[config.mk]
export PLATFORM = sky130hd
export DESIGN_NAME = mbus_arbiter_flat
export DESIGN_NICKNAME = d
export VERILOG_FILES = /design/src/rtl/mbus_arbiter_if.sv /design/src/rtl/mbus_arbiter.sv /design/src/flat_wrapper.sv
export SDC_FILE = /design/constraint.sdc
export NUM_CORES = 1
export LEC_CHECK = 0
export CAP_MARGIN = 40
export CORE_AREA = 2 2 120 122
export CTS_CLUSTER_DIAMETER = 120
export DETAILED_ROUTE_END_ITERATION = 8
export DIE_AREA = 0 0 122 124
export DONT_BUFFER_PORTS = 1
export PLACE_DENSITY = 0.3
export SYNTH_ARGS = -nofsm -noshare
export SYNTH_HDL_FRONTEND = slang
export SYNTH_SLANG_ARGS = --single-unit
[constraint.sdc]
create_clock -name clk_i -period 1.6 [get_ports clk_i]
set_input_delay 0.32 -clock clk_i [delete_from_list [all_inputs] [get_ports clk_i]]
set_output_delay 0.32 -clock clk_i [all_outputs]
set_load 0.01 [all_outputs]
[src/rtl/mbus_arbiter_if.sv]
// mbus_arbiter_if: bus bundle between two Wishbone masters, the arbiter and the memory bus switch.
// slave modport: arbiter view (takes m0/m1 requests and slave responses, drives routed bus and returns).
// master modport: environment view (drives master requests and slave responses).
interface mbus_arbiter_if;
  logic        m0_stb_i, m0_we_i, m0_ack_o, m0_err_o;
  logic [31:0] m0_adr_i, m0_dat_i, m0_dat_o;
  logic [3:0]  m0_sel_i;
  logic        m1_stb_i, m1_we_i, m1_ack_o, m1_err_o;
  logic [31:0] m1_adr_i, m1_dat_i, m1_dat_o;
  logic [3:0]  m1_sel_i;
  logic        s_cyc_o, s_stb_o, s_we_o, s_ack_i;
  logic [31:0] s_adr_o, s_dat_o, s_dat_i;
  logic [3:0]  s_sel_o;
  modport slave (
    input  m0_stb_i, m0_we_i, m0_adr_i, m0_dat_i, m0_sel_i,
    input  m1_stb_i, m1_we_i, m1_adr_i, m1_dat_i, m1_sel_i,
    input  s_dat_i, s_ack_i,
    output m0_dat_o, m0_ack_o, m0_err_o, m1_dat_o, m1_ack_o, m1_err_o,
    output s_cyc_o, s_stb_o, s_we_o, s_adr_o, s_dat_o, s_sel_o
  );
  modport master (
    output m0_stb_i, m0_we_i, m0_adr_i, m0_dat_i, m0_sel_i,
    output m1_stb_i, m1_we_i, m1_adr_i, m1_dat_i, m1_sel_i,
    output s_dat_i, s_ack_i,
    input  m0_dat_o, m0_ack_o, m0_err_o, m1_dat_o, m1_ack_o, m1_err_o,
    input  s_cyc_o, s_stb_o, s_we_o, s_adr_o, s_dat_o, s_sel_o
  );
endinterface

[src/rtl/mbus_arbiter.sv]
// mbus_arbiter: two-master round-robin Wishbone arbiter with one transfer per grant and a watchdog abort.
// Ports: clk_i clock, rst_i async active-high reset, bus (slave modport) carrying both masters and the slave side.
module mbus_arbiter #(
  parameter int TIMEOUT = 255,
  parameter int TO_W    = 8
) (
  input logic           clk_i,
  input logic           rst_i,
  mbus_arbiter_if.slave bus
);
  typedef enum logic [1:0] {IDLE, GNT0, GNT1} state_t;
  state_t          state, state_n;
  logic            last, last_n;
  logic [TO_W-1:0] cnt;
  logic            g0, g1, stb, to_hit;
  always_ff @(posedge clk_i or posedge rst_i) begin
    if (rst_i) begin
      state <= IDLE;
      last  <= 1'b1;
      cnt   <= '0;
    end else begin
      state <= state_n;
      last  <= last_n;
      // every grant is entered from IDLE, so a grant that persists keeps counting and anything else clears
      cnt   <= (state != IDLE && state_n == state) ? cnt + 1'b1 : '0;
    end
  end
  always_comb begin
    g0      = state == GNT0;
    g1      = state == GNT1;
    stb     = g1 ? bus.m1_stb_i : g0 ? bus.m0_stb_i : 1'b0;
    // ack has priority over the watchdog in the same cycle
    to_hit  = stb & ~bus.s_ack_i & (cnt == TO_W'(TIMEOUT - 1));
    state_n = state;
    last_n  = last;
    if (state == IDLE) begin
      if (bus.m0_stb_i & (~bus.m1_stb_i | last)) state_n = GNT0;
      else if (bus.m1_stb_i) state_n = GNT1;
    end else if (~stb | bus.s_ack_i | to_hit) begin
      state_n = IDLE;
      last_n  = g1;
    end
    bus.s_cyc_o  = stb;
    bus.s_stb_o  = stb;
    bus.s_we_o   = g1 ? bus.m1_we_i  : g0 ? bus.m0_we_i  : 1'b0;
    bus.s_adr_o  = g1 ? bus.m1_adr_i : g0 ? bus.m0_adr_i : '0;
    bus.s_dat_o  = g1 ? bus.m1_dat_i : g0 ? bus.m0_dat_i : '0;
    bus.s_sel_o  = g1 ? bus.m1_sel_i : g0 ? bus.m0_sel_i : '0;
    bus.m0_dat_o = bus.s_dat_i;
    bus.m1_dat_o = bus.s_dat_i;
    bus.m0_ack_o = bus.s_ack_i & g0;
    bus.m1_ack_o = bus.s_ack_i & g1;
    bus.m0_err_o = to_hit & g0;
    bus.m1_err_o = to_hit & g1;
  end
endmodule

[src/flat_wrapper.sv]
// flat-port wrapper written by rule: the top's interface ports become plain ports
module mbus_arbiter_flat 
#(
  parameter int TIMEOUT = 255,
  parameter int TO_W    = 8
)
  (clk_i, rst_i, bus_m0_stb_i, bus_m0_we_i, bus_m0_adr_i, bus_m0_dat_i, bus_m0_sel_i, bus_m1_stb_i, bus_m1_we_i, bus_m1_adr_i, bus_m1_dat_i, bus_m1_sel_i, bus_s_dat_i, bus_s_ack_i, bus_m0_dat_o, bus_m0_ack_o, bus_m0_err_o, bus_m1_dat_o, bus_m1_ack_o, bus_m1_err_o, bus_s_cyc_o, bus_s_stb_o, bus_s_we_o, bus_s_adr_o, bus_s_dat_o, bus_s_sel_o);
  mbus_arbiter_if bus_i ();
  input logic clk_i;
  input logic rst_i;
  input wire logic [$bits(bus_i.m0_stb_i)-1:0] bus_m0_stb_i;
  input wire logic [$bits(bus_i.m0_we_i)-1:0] bus_m0_we_i;
  input wire logic [$bits(bus_i.m0_adr_i)-1:0] bus_m0_adr_i;
  input wire logic [$bits(bus_i.m0_dat_i)-1:0] bus_m0_dat_i;
  input wire logic [$bits(bus_i.m0_sel_i)-1:0] bus_m0_sel_i;
  input wire logic [$bits(bus_i.m1_stb_i)-1:0] bus_m1_stb_i;
  input wire logic [$bits(bus_i.m1_we_i)-1:0] bus_m1_we_i;
  input wire logic [$bits(bus_i.m1_adr_i)-1:0] bus_m1_adr_i;
  input wire logic [$bits(bus_i.m1_dat_i)-1:0] bus_m1_dat_i;
  input wire logic [$bits(bus_i.m1_sel_i)-1:0] bus_m1_sel_i;
  input wire logic [$bits(bus_i.s_dat_i)-1:0] bus_s_dat_i;
  input wire logic [$bits(bus_i.s_ack_i)-1:0] bus_s_ack_i;
  output wire logic [$bits(bus_i.m0_dat_o)-1:0] bus_m0_dat_o;
  output wire logic [$bits(bus_i.m0_ack_o)-1:0] bus_m0_ack_o;
  output wire logic [$bits(bus_i.m0_err_o)-1:0] bus_m0_err_o;
  output wire logic [$bits(bus_i.m1_dat_o)-1:0] bus_m1_dat_o;
  output wire logic [$bits(bus_i.m1_ack_o)-1:0] bus_m1_ack_o;
  output wire logic [$bits(bus_i.m1_err_o)-1:0] bus_m1_err_o;
  output wire logic [$bits(bus_i.s_cyc_o)-1:0] bus_s_cyc_o;
  output wire logic [$bits(bus_i.s_stb_o)-1:0] bus_s_stb_o;
  output wire logic [$bits(bus_i.s_we_o)-1:0] bus_s_we_o;
  output wire logic [$bits(bus_i.s_adr_o)-1:0] bus_s_adr_o;
  output wire logic [$bits(bus_i.s_dat_o)-1:0] bus_s_dat_o;
  output wire logic [$bits(bus_i.s_sel_o)-1:0] bus_s_sel_o;
  assign bus_i.m0_stb_i = bus_m0_stb_i;
  assign bus_i.m0_we_i = bus_m0_we_i;
  assign bus_i.m0_adr_i = bus_m0_adr_i;
  assign bus_i.m0_dat_i = bus_m0_dat_i;
  assign bus_i.m0_sel_i = bus_m0_sel_i;
  assign bus_i.m1_stb_i = bus_m1_stb_i;
  assign bus_i.m1_we_i = bus_m1_we_i;
  assign bus_i.m1_adr_i = bus_m1_adr_i;
  assign bus_i.m1_dat_i = bus_m1_dat_i;
  assign bus_i.m1_sel_i = bus_m1_sel_i;
  assign bus_i.s_dat_i = bus_s_dat_i;
  assign bus_i.s_ack_i = bus_s_ack_i;
  assign bus_m0_dat_o = bus_i.m0_dat_o;
  assign bus_m0_ack_o = bus_i.m0_ack_o;
  assign bus_m0_err_o = bus_i.m0_err_o;
  assign bus_m1_dat_o = bus_i.m1_dat_o;
  assign bus_m1_ack_o = bus_i.m1_ack_o;
  assign bus_m1_err_o = bus_i.m1_err_o;
  assign bus_s_cyc_o = bus_i.s_cyc_o;
  assign bus_s_stb_o = bus_i.s_stb_o;
  assign bus_s_we_o = bus_i.s_we_o;
  assign bus_s_adr_o = bus_i.s_adr_o;
  assign bus_s_dat_o = bus_i.s_dat_o;
  assign bus_s_sel_o = bus_i.s_sel_o;
  mbus_arbiter #(.TIMEOUT(TIMEOUT), .TO_W(TO_W)) u_core (.clk_i(clk_i), .rst_i(rst_i), .bus(bus_i));
endmodule
# Yosys cells after proc, flatten, opt, wreduce, memory -nomap -nowiden
# Index checks and enable logic that the tools add are counted.
# word_totals
ff_bits,11
in_bits,175
out_inout_bits,139
# classes
addsub,1
n_eq_ne,4
muxes,15
bitwise,14
reduce_logical,4
# ops
cell,n
$mux W32,4
$add A8 B1 Y8 const B,1
$eq A8 B8 Y1 const B,1
$mux W2,4
$mux W4,2
$mux W8,1
$and A1 B1 Y1,7
$mux W1,4
$not A1 Y1,4
$or A1 B1 Y1,3
$eq A2 B1 Y1 const B,1
$eq A2 B2 Y1,1
$eq A2 B2 Y1 const B,1
$logic_not A2 Y1,1
$reduce_and A2 Y1,1
$reduce_bool A2 Y1,1
$logic_and A1 B1 Y1,1

# Depth between registers and ports, before layout
# Gate-level depths: netlist (run 1).
# logic_depth
word_depth,11
mapped_depth,6

# Worst setup path after synthesis (run 1)
# OpenSTA, ideal clock, no wires.
# synth_timing
path_type,register to output
start,register u_core.state[1]
end,output port bus_m1_err_o
arrival_ns,1.192
required_time_ns,1.280
path_slack_ns,0.088
path_stages_with_launch,5
path_buffers,2
cell_sequence,dfrtp_1 > nor2b_1 > buf_2 > buf_2 > nor3b_1
# synth_between
elab_chain_cells,6
word_cells_on_any_way,7
cone_classes,2 x eq/ne; 2 x mux; 3 x bitwise
# synth_lines
item,line,source
start: declaration,mbus_arbiter.sv:12,"state_t state, state_n;"
start signal: assignment,mbus_arbiter.sv:22,state <= state_n;
$eq A2 B1 Y1,mbus_arbiter.sv:29,g0 = state == GNT0;
$mux W1 (2 in series),mbus_arbiter.sv:31,stb = g1 ? bus.m1_stb_i : g0 ? bus.m0_stb_i : 1'b0;
$and A1 B1 Y1 (2 in series),mbus_arbiter.sv:33,to_hit = stb & ~bus.s_ack_i & (cnt == TO_W'(TIMEOUT - 1));
$and A1 B1 Y1 (*),mbus_arbiter.sv:54,bus.m1_err_o = to_hit & g1;
end: declaration,flat_wrapper.sv:28,output wire logic [$bits(bus_i.m1_err_o)-1:0] bus_m1_err_o;
# Every way passes the cells marked *; elsewhere a longest branch is shown, timed or not.

# Worst setup path in the final report (run 1)
# layout_timing
start,register u_core.state[1]
end,output port bus_s_adr_o[26]
# layout_between
elab_chain_cells,3
word_cells_on_any_way,4
cone_classes,2 x eq/ne; 2 x mux
# layout_lines
item,line,source
$eq A2 B1 Y1,mbus_arbiter.sv:29,
$mux W32,mbus_arbiter.sv:46,bus.s_adr_o = g1 ? bus.m1_adr_i : g0 ? bus.m0_adr_i : '0;
$mux W32 (*),mbus_arbiter.sv:46,
end: declaration,flat_wrapper.sv:32,output wire logic [$bits(bus_i.s_adr_o)-1:0] bus_s_adr_o;
# Marks and branches as above.

==> results of run 1 <==
flip-flops by register name, indices dropped and copies added (netlist names):
signal        flops
u_core.state      2
u_core.last       1
u_core.cnt        8
how the worst max path moves through the flow:
stage | startpoint | to | cells after the start
global route | u_core.state[0]$_DFF_PP0_ | bus_m1_err_o | 4
detailed placement | u_core.state[0]$_DFF_PP0_ | bus_s_dat_o[19] | 3
finish | u_core.state[1]$_DFF_PP0_ | bus_s_adr_o[26] | 4
CTS | u_core.state[1]$_DFF_PP0_ | bus_s_dat_o[30] | 4
floorplan | u_core.state[1]$_DFF_PP0_ | bus_m1_err_o | 4
global placement | u_core.state[0]$_DFF_PP0_ | bus_m1_err_o | 4
logic make-up (layout without fill, tap and decap cells):
logic type,after synthesis,in the layout,synth area share
buffers and inverters,84,48,0.329
AOI/OAI and AO/OA,77,77,0.372
and+or+nand+nor,31,31,0.0984
DFF,11,11,0.155
xor gates and xnor gates,4,4,0.0197
adders and majority gates,2,2,0.0141
muxes,2,2,0.0112
other,0,2,0
report_power, final:
group          leakage [nW]  internal [mW]  switching, mW
logic                 0.906           1.83           1.64
registers             0.147          0.328         0.0399
clock network        0.0382          0.335          0.125
total                  1.09           2.49           1.81
layout by cell type (no fill, tap or decap), drive strengths merged:
master,instances
a22o,69
buf,34
clkbuf,11
dfrtp,10
nor2,8
nand3b,4
nand2,4
xnor2,3
diode,2
nand2b,2
mux2i,2
inv,2
a21oi,2
nand3,2
nor3,2
and2,2
nor3b,2
and4,2
ha,2
a21o,1
nand4,1
a31o,1
a311oi,1
a41oi,1
a31oi,1
xor2,1
nor2b,1
and2b,1
a221oi,1
dlygate4sd3,1
dfstp,1
per-layer routing:
metal / GRT usage / up-vias
met5: 0 / -
li1: - / 667
met2: 0.142 / 141
met3: 0.0691 / 6
met4: 0.0165 / 2
met1: 0.150 / 766
final cells by class:
class	count	area, um2
fillers	1512	11200
multi-input cells	116	1370
repair buffers	42	593
flip-flops and latches	11	278
well taps	180	225
clock buffers	4	78.8
inverters	2	7.51
diodes	2	5.00
worst reg2reg max path: stages (launching register included):
cell and delay, ps:
dfrtp_1 370, buf_4 130, buf_4 130, ha_1 260, a31o_2 240, a311oi_1 250
timing repair:
| action | 4_1_cts | 5_1_grt |
|---|---|---|
| hold buffers | 1 | 0 |
| pin swaps | 2 | 6 |
| resized for setup | 23 | 55 |
| endpoints found under the setup margin | 73 | 73 |
| endpoints found under the hold margin | 10 | 0 |
| gates cloned | 1 | 11 |
| buffers inserted | 3 | 5 |
==> run_results.csv, run 1 <==
group,metric,value,unit
worst_setup_path,cp_max_fo,10,
global_route,antenna_found_initial,2,
cells_and_area,fin_area,2560,um2
cells_and_area,utilization,0.186,
drt,drtIter0Drc,66,
drt,first_pass_iters,4,
synth,synth-edff-count,0,
timing,period_minus_slack,1820,ps
global_route,track_usage,0.109,
cells_and_area,area_growth,43.6,%
clock_network,clock_latency,240,ps
synth,synth.avg_cell_area,8.44,um2
worst_hold_path,min_to,"u_core.state[0]$_DFF_PP0_",
worst_setup_path,critPathMaxStageDelay,400,ps
placed_design,place_hpwl,8.02,mm
clock_network,tritoncts,"built",
global_route,grt_max_degree,46,
worst_setup_path,critPathCaptureType,"output pin",
placed_design,port_buffers,0,
global_route,grt_pass1_vias,1398,
drt,postRouteAntennaNets,0,
cells_and_area,drive_above_1_share,0.606,
power_and_ir_drop,p_per_area,1680,nW/um2
clock_network,cts_sinks,11,
drt,wirelength,10.8,mm
placed_design,pre_cts_ws,-13.4,ps
timing,finalSetupViolCount,72,
worst_setup_path,regToRegSetupSlack,130,ps
cells_and_area,layout.nets,353,
clock_network,root_buffer,"clkbuf_16",
clock_network,htree_levels,1,
timing,fin_crit_sh,1.14,
synth,synth_most_common_cell,"a22o_1",
placed_design,gp_congestion,0.732,
floorplan,fp.dieH,124,um
drt,vias,1582,
drt,routed-wl-met2,4.53,mm
global_route,grt_pass1_wl,11.0,mm
timing,final_max_slew_viol_count,0,
floorplan,core,13700,um2
worst_setup_path,worstPathCellList,"and2b_4, buf_12, clkbuf_16, a22o_1",
worst_hold_path,holdCritStartpoint,"bus_m0_stb_i",
run_status,outcome,"finished with violations",
placed_design,placedCellCount,330,
worst_setup_path,slowest_stage,"dfrtp_1",
synth,synthFlopType,"dfrtp_1",
synth,synth_warnings,0,
timing,setup-tns-final,-10330,ps
timing,worst_slew_pin_slew,443,ps
timing,hold-worst-slack,242,ps
worst_hold_path,hold_class,"in2reg",
cells_and_area,final-instance-count-excl-fill,357,
drt,m1WireLength,4.79,mm
drt,routed.top_layer,"met5",
power_and_ir_drop,vdd_drop_max,440,uV
run_status,violations,"negative setup slack",
synth,ys_seq_elements,11,
timing,hold_viol,0,
floorplan,fp.dieW,122,um
floorplan,core.rowCount,43,
timing,max_freq,550,MHz
timing,clock_skew,0.575,ps
global_route,grt.overflow.total,0,
power_and_ir_drop,design_power_total,4.30,mW
synth,seq_area_frac_synth,0.155,
worst_setup_path,timing.rr.start,"u_core.cnt[0]$_DFF_PP0_",
synth,yosys.area.top_type,"a22o_1",
power_and_ir_drop,cellLeakagePower,1.09,nW
worst_setup_path,critical_path_arrival,1500,ps
timing,rsz0062_at_grt,"yes",
clock_network,cts_buffer_depth,2,
timing,relSlewSlack,0.705,
synth,synthTopCellsByCount,"a22o_1 (69), buf_4 (65), buf_2 (15), dfrtp_1 (10), nor2_1 (8)",
worst_setup_path,critPathKind,"reg2out",
drt,wl_met3,1.40,mm
floorplan,design.die.area,15100,um2
worst_setup_path,start_kind,"register",
clock_network,cts_buffers,3,
worst_setup_path,worstPathRequired,1280,ps
clock_network,clkTransAtPathRegs,40,ps
synth,syn_inst,211,
worst_setup_path,worstRegToRegCells,5,
worst_setup_path,r2r_end,"u_core.cnt[6]$_DFF_PP0_",
synth,synth_fp_nets,388,
worst_setup_path,crit_buf_inv,2,
floorplan,start_util,0.130,
worst_hold_path,min_path_cells,2,
synth,ys_types,32,
drt,wl_per_cell,30.1,um
drt,vias_per_cell,4.43,
timing,fin_ws,-217,ps
synth,synth_top_cell_area_share,0.339,
synth,synth_area,1780,um2
floorplan,io_pins,314,
worst_setup_path,critPathTopFamily,"flip-flops",
drt,drc_errors,0,
synth,netlist_top_cells_area,"a22o_1 (34%), buf_4 (27%), dfrtp_1 (14%)",
run,cap_violations,0,
synth,async_reset_ff_frac,1.00,
placed_design,place_area,1620,um2
Power figures use the tool's default switching activity.
==> run 2: changes to the inputs <==
PLACE_DENSITY = unset   (was 0.3)
==> run 2 against run 1 <==
The run still ends with negative setup slack left; non-clock buffer count decreased by 18; clock skew about the same; core utilization fell by 3.4 points; combinational power down 28%; register-to-register slack lost 140 ps; global-route usage shrank 1.7 points; worst setup slack improved by 66 ps; largest power group unchanged; sequential cell count unchanged; critical endpoint is now bus_m0_err_o; design area down 18%.
==> run_results.csv, run 2 (same netlist as run 1, synthesis figures left out) <==
group,metric,value,unit
cells_and_area,nFillCells,1531,
placed_design,port_buffers,0,
timing,max_freq,571,MHz
clock_network,htree_levels,1,
cells_and_area,seqCellArea,278,um2
cells_and_area,reg_top3,"u_core.cnt (8), u_core.state (2), u_core.last (1)",
worst_hold_path,hold_class,"in2reg",
global_route,grt.overflow.total,0,
cells_and_area,final_cell_mix,"a22o_4 (34), a22o_1 (34), buf_4 (16)",
worst_setup_path,cp_max_fo,6,
worst_setup_path,critPathMaxStageDelay,440,ps
run,cap_violations,0,
cells_and_area,layout.nets,335,
floorplan,start_util,0.130,
floorplan,core,13700,um2
timing,finalSetupViolCount,74,
worst_setup_path,worstPathRequired,1280,ps
worst_setup_path,critPathTopFamily,"flip-flops",
global_route,use_met1,0.117,
timing,clock_skew,0.518,ps
global_route,track_usage,0.0914,
worst_setup_path,critPathKind,"reg2out",
power_and_ir_drop,design_power_total,3.31,mW
clock_network,cts_buffers,3,
timing,period_minus_slack,1750,ps
worst_setup_path,start_kind,"register",
timing,hold_viol,0,
worst_hold_path,min_path_cells,2,
global_route,grt_pass1_wl,9.65,mm
placed_design,place_hpwl,6.81,mm
global_route,grt_use_met3,0.0279,
clock_network,clock_latency,230,ps
clock_network,tritoncts,"built",
drt,postRouteAntennaNets,0,
placed_design,place_area,1620,um2
clock_network,clkTransAtPathRegs,40,ps
global_route,grt_busiest_layer,"met2",
cells_and_area,area_growth,17.4,%
global_route,grt_pass1_vias,1370,
timing,worst_slew_pin_slew,410,ps
power_and_ir_drop,vdd_drop_max,767,uV
power_and_ir_drop,p_per_area,1580,nW/um2
timing,rsz0062_at_grt,"yes",
worst_setup_path,worstPathCellList,"nand3b_1, a21o_1, nor3b_2, buf_4",
floorplan,core.rowCount,43,
power_and_ir_drop,cellLeakagePower,0.854,nW
clock_network,cts_sinks,11,
floorplan,fp.dieH,124,um
clock_network,root_buffer,"clkbuf_16",
clock_network,cts_buffer_depth,2,
drt,vias,1482,
drt,first_pass_iters,4,
timing,final_max_slew_viol_count,0,
run_status,violations,"negative setup slack",
cells_and_area,top_register,"u_core.cnt",
floorplan,design.die.area,15100,um2
cells_and_area,n_antenna_cell,0,
timing,fin_ws,-151,ps
cells_and_area,multi_input_area,1260,um2
floorplan,io_pins,314,
drt,wirelength,8.05,mm
drt,drtIter0Drc,94,
global_route,grt_max_degree,31,
placed_design,pre_cts_ws,-3.69,ps
worst_setup_path,worst-path-stages,4,
worst_setup_path,crit_buf_inv,1,
worst_setup_path,critical_path_arrival,1430,ps
timing,setup-tns-final,-6920,ps
worst_setup_path,critPathCaptureType,"output pin",
placed_design,placedCellCount,327,
cells_and_area,final-instance-count-excl-fill,337,
run_status,outcome,"finished with violations",
placed_design,gp_congestion,0.919,
worst_setup_path,worstRegToRegCells,5,
timing,relSlewSlack,0.726,
cells_and_area,drive_above_1_share,0.471,
global_route,grt_util_met2,0.142,
global_route,antenna_found_initial,0,
cells_and_area,fin_area,2090,um2
drt,drc_errors,0,
cells_and_area,largest_reg_flops,8,
floorplan,fp.dieW,122,um
timing,fin_crit_sh,1.09,
drt,wl_per_cell,23.9,um
worst_setup_path,slowest_stage,"dfrtp_2",
drt,vias_per_cell,4.40,
==> run 2: changes by cell type in the layout (fill, tap and decap cells not counted), sizes merged <==
| cell | previous run | this run |
|---|---|---|
| buf | 34 | 23 |
| diode | 2 | 0 |
| clkbuf | 11 | 4 |
==> run 2: path summary, 6_finish.rpt <==
check                           slack, ps                   endpoint                       from
worst min register to register        560    u_core.cnt[0]$_DFF_PP0_    u_core.cnt[0]$_DFF_PP0_
worst max-delay path                 -150               bus_m0_err_o  u_core.state[0]$_DFF_PP0_
max in group asynchronous             760    u_core.last$_DFFE_PP1P_                      rst_i
worst max register to register        -10    u_core.last$_DFFE_PP1P_  u_core.state[0]$_DFF_PP0_
min in group asynchronous             520    u_core.cnt[0]$_DFF_PP0_                      rst_i
worst min-delay path                  250  u_core.state[1]$_DFF_PP0_               bus_m1_stb_i
==> run 2: what timing repair did <==
item | 4_1_cts | 5_1_grt
setup endpoints to repair | 73 | 82
gates resized for setup | 39 | 19
gates cloned | 0 | 1
pin swaps | 3 | 5
buffers inserted | 2 | 2
hold endpoints to repair | 10 | 0
hold buffers | 1 | 0
==> run 2: final cells by class <==
type	instances	share of cell area
multi-input cells	116	0.601
flip-flops and latches	11	0.133
repair buffers	24	0.117
well taps	180	0.108
clock buffers	4	0.0377
inverters	2	0.00359
==> run 2: worst register-to-register path, delay by kind of cell, from the launching register on <==
| kind | cells | cell delay, ps |
|---|---|---|
| compound gates | 2 | 470 |
| buf+inv | 1 | 150 |
| flops | 1 | 440 |
| simple gates | 2 | 480 |
==> run 2: per-stage QoR <==
stage | utilization | hold WS (ps)
finish | 0.152 | 254
global route | 0.152 | 243
CTS | 0.142 | 251
detailed placement | 0.118 | 223
global placement | 0.118 | 233
floorplan | - | 172
==> run 2: metal layers <==
metal | share of wire | vias up | wire, um
met5 | 0 | - | 0
met4 | 0.025 | 0 | 199
met3 | 0.097 | 23 | 779
met2 | 0.48 | 120 | 3840
met1 | 0.40 | 722 | 3240
li1 | - | 617 | -
==> run 2: power breakdown <==
| group | total (mW) | leakage, nW | internal (mW) | switching, mW |
|---|---|---|---|---|
| clock network | 0.443 | 0.0382 | 0.333 | 0.110 |
| logic | 2.50 | 0.669 | 1.15 | 1.35 |
| registers | 0.372 | 0.147 | 0.328 | 0.0440 |
| total | 3.31 | 0.854 | 1.81 | 1.50 |
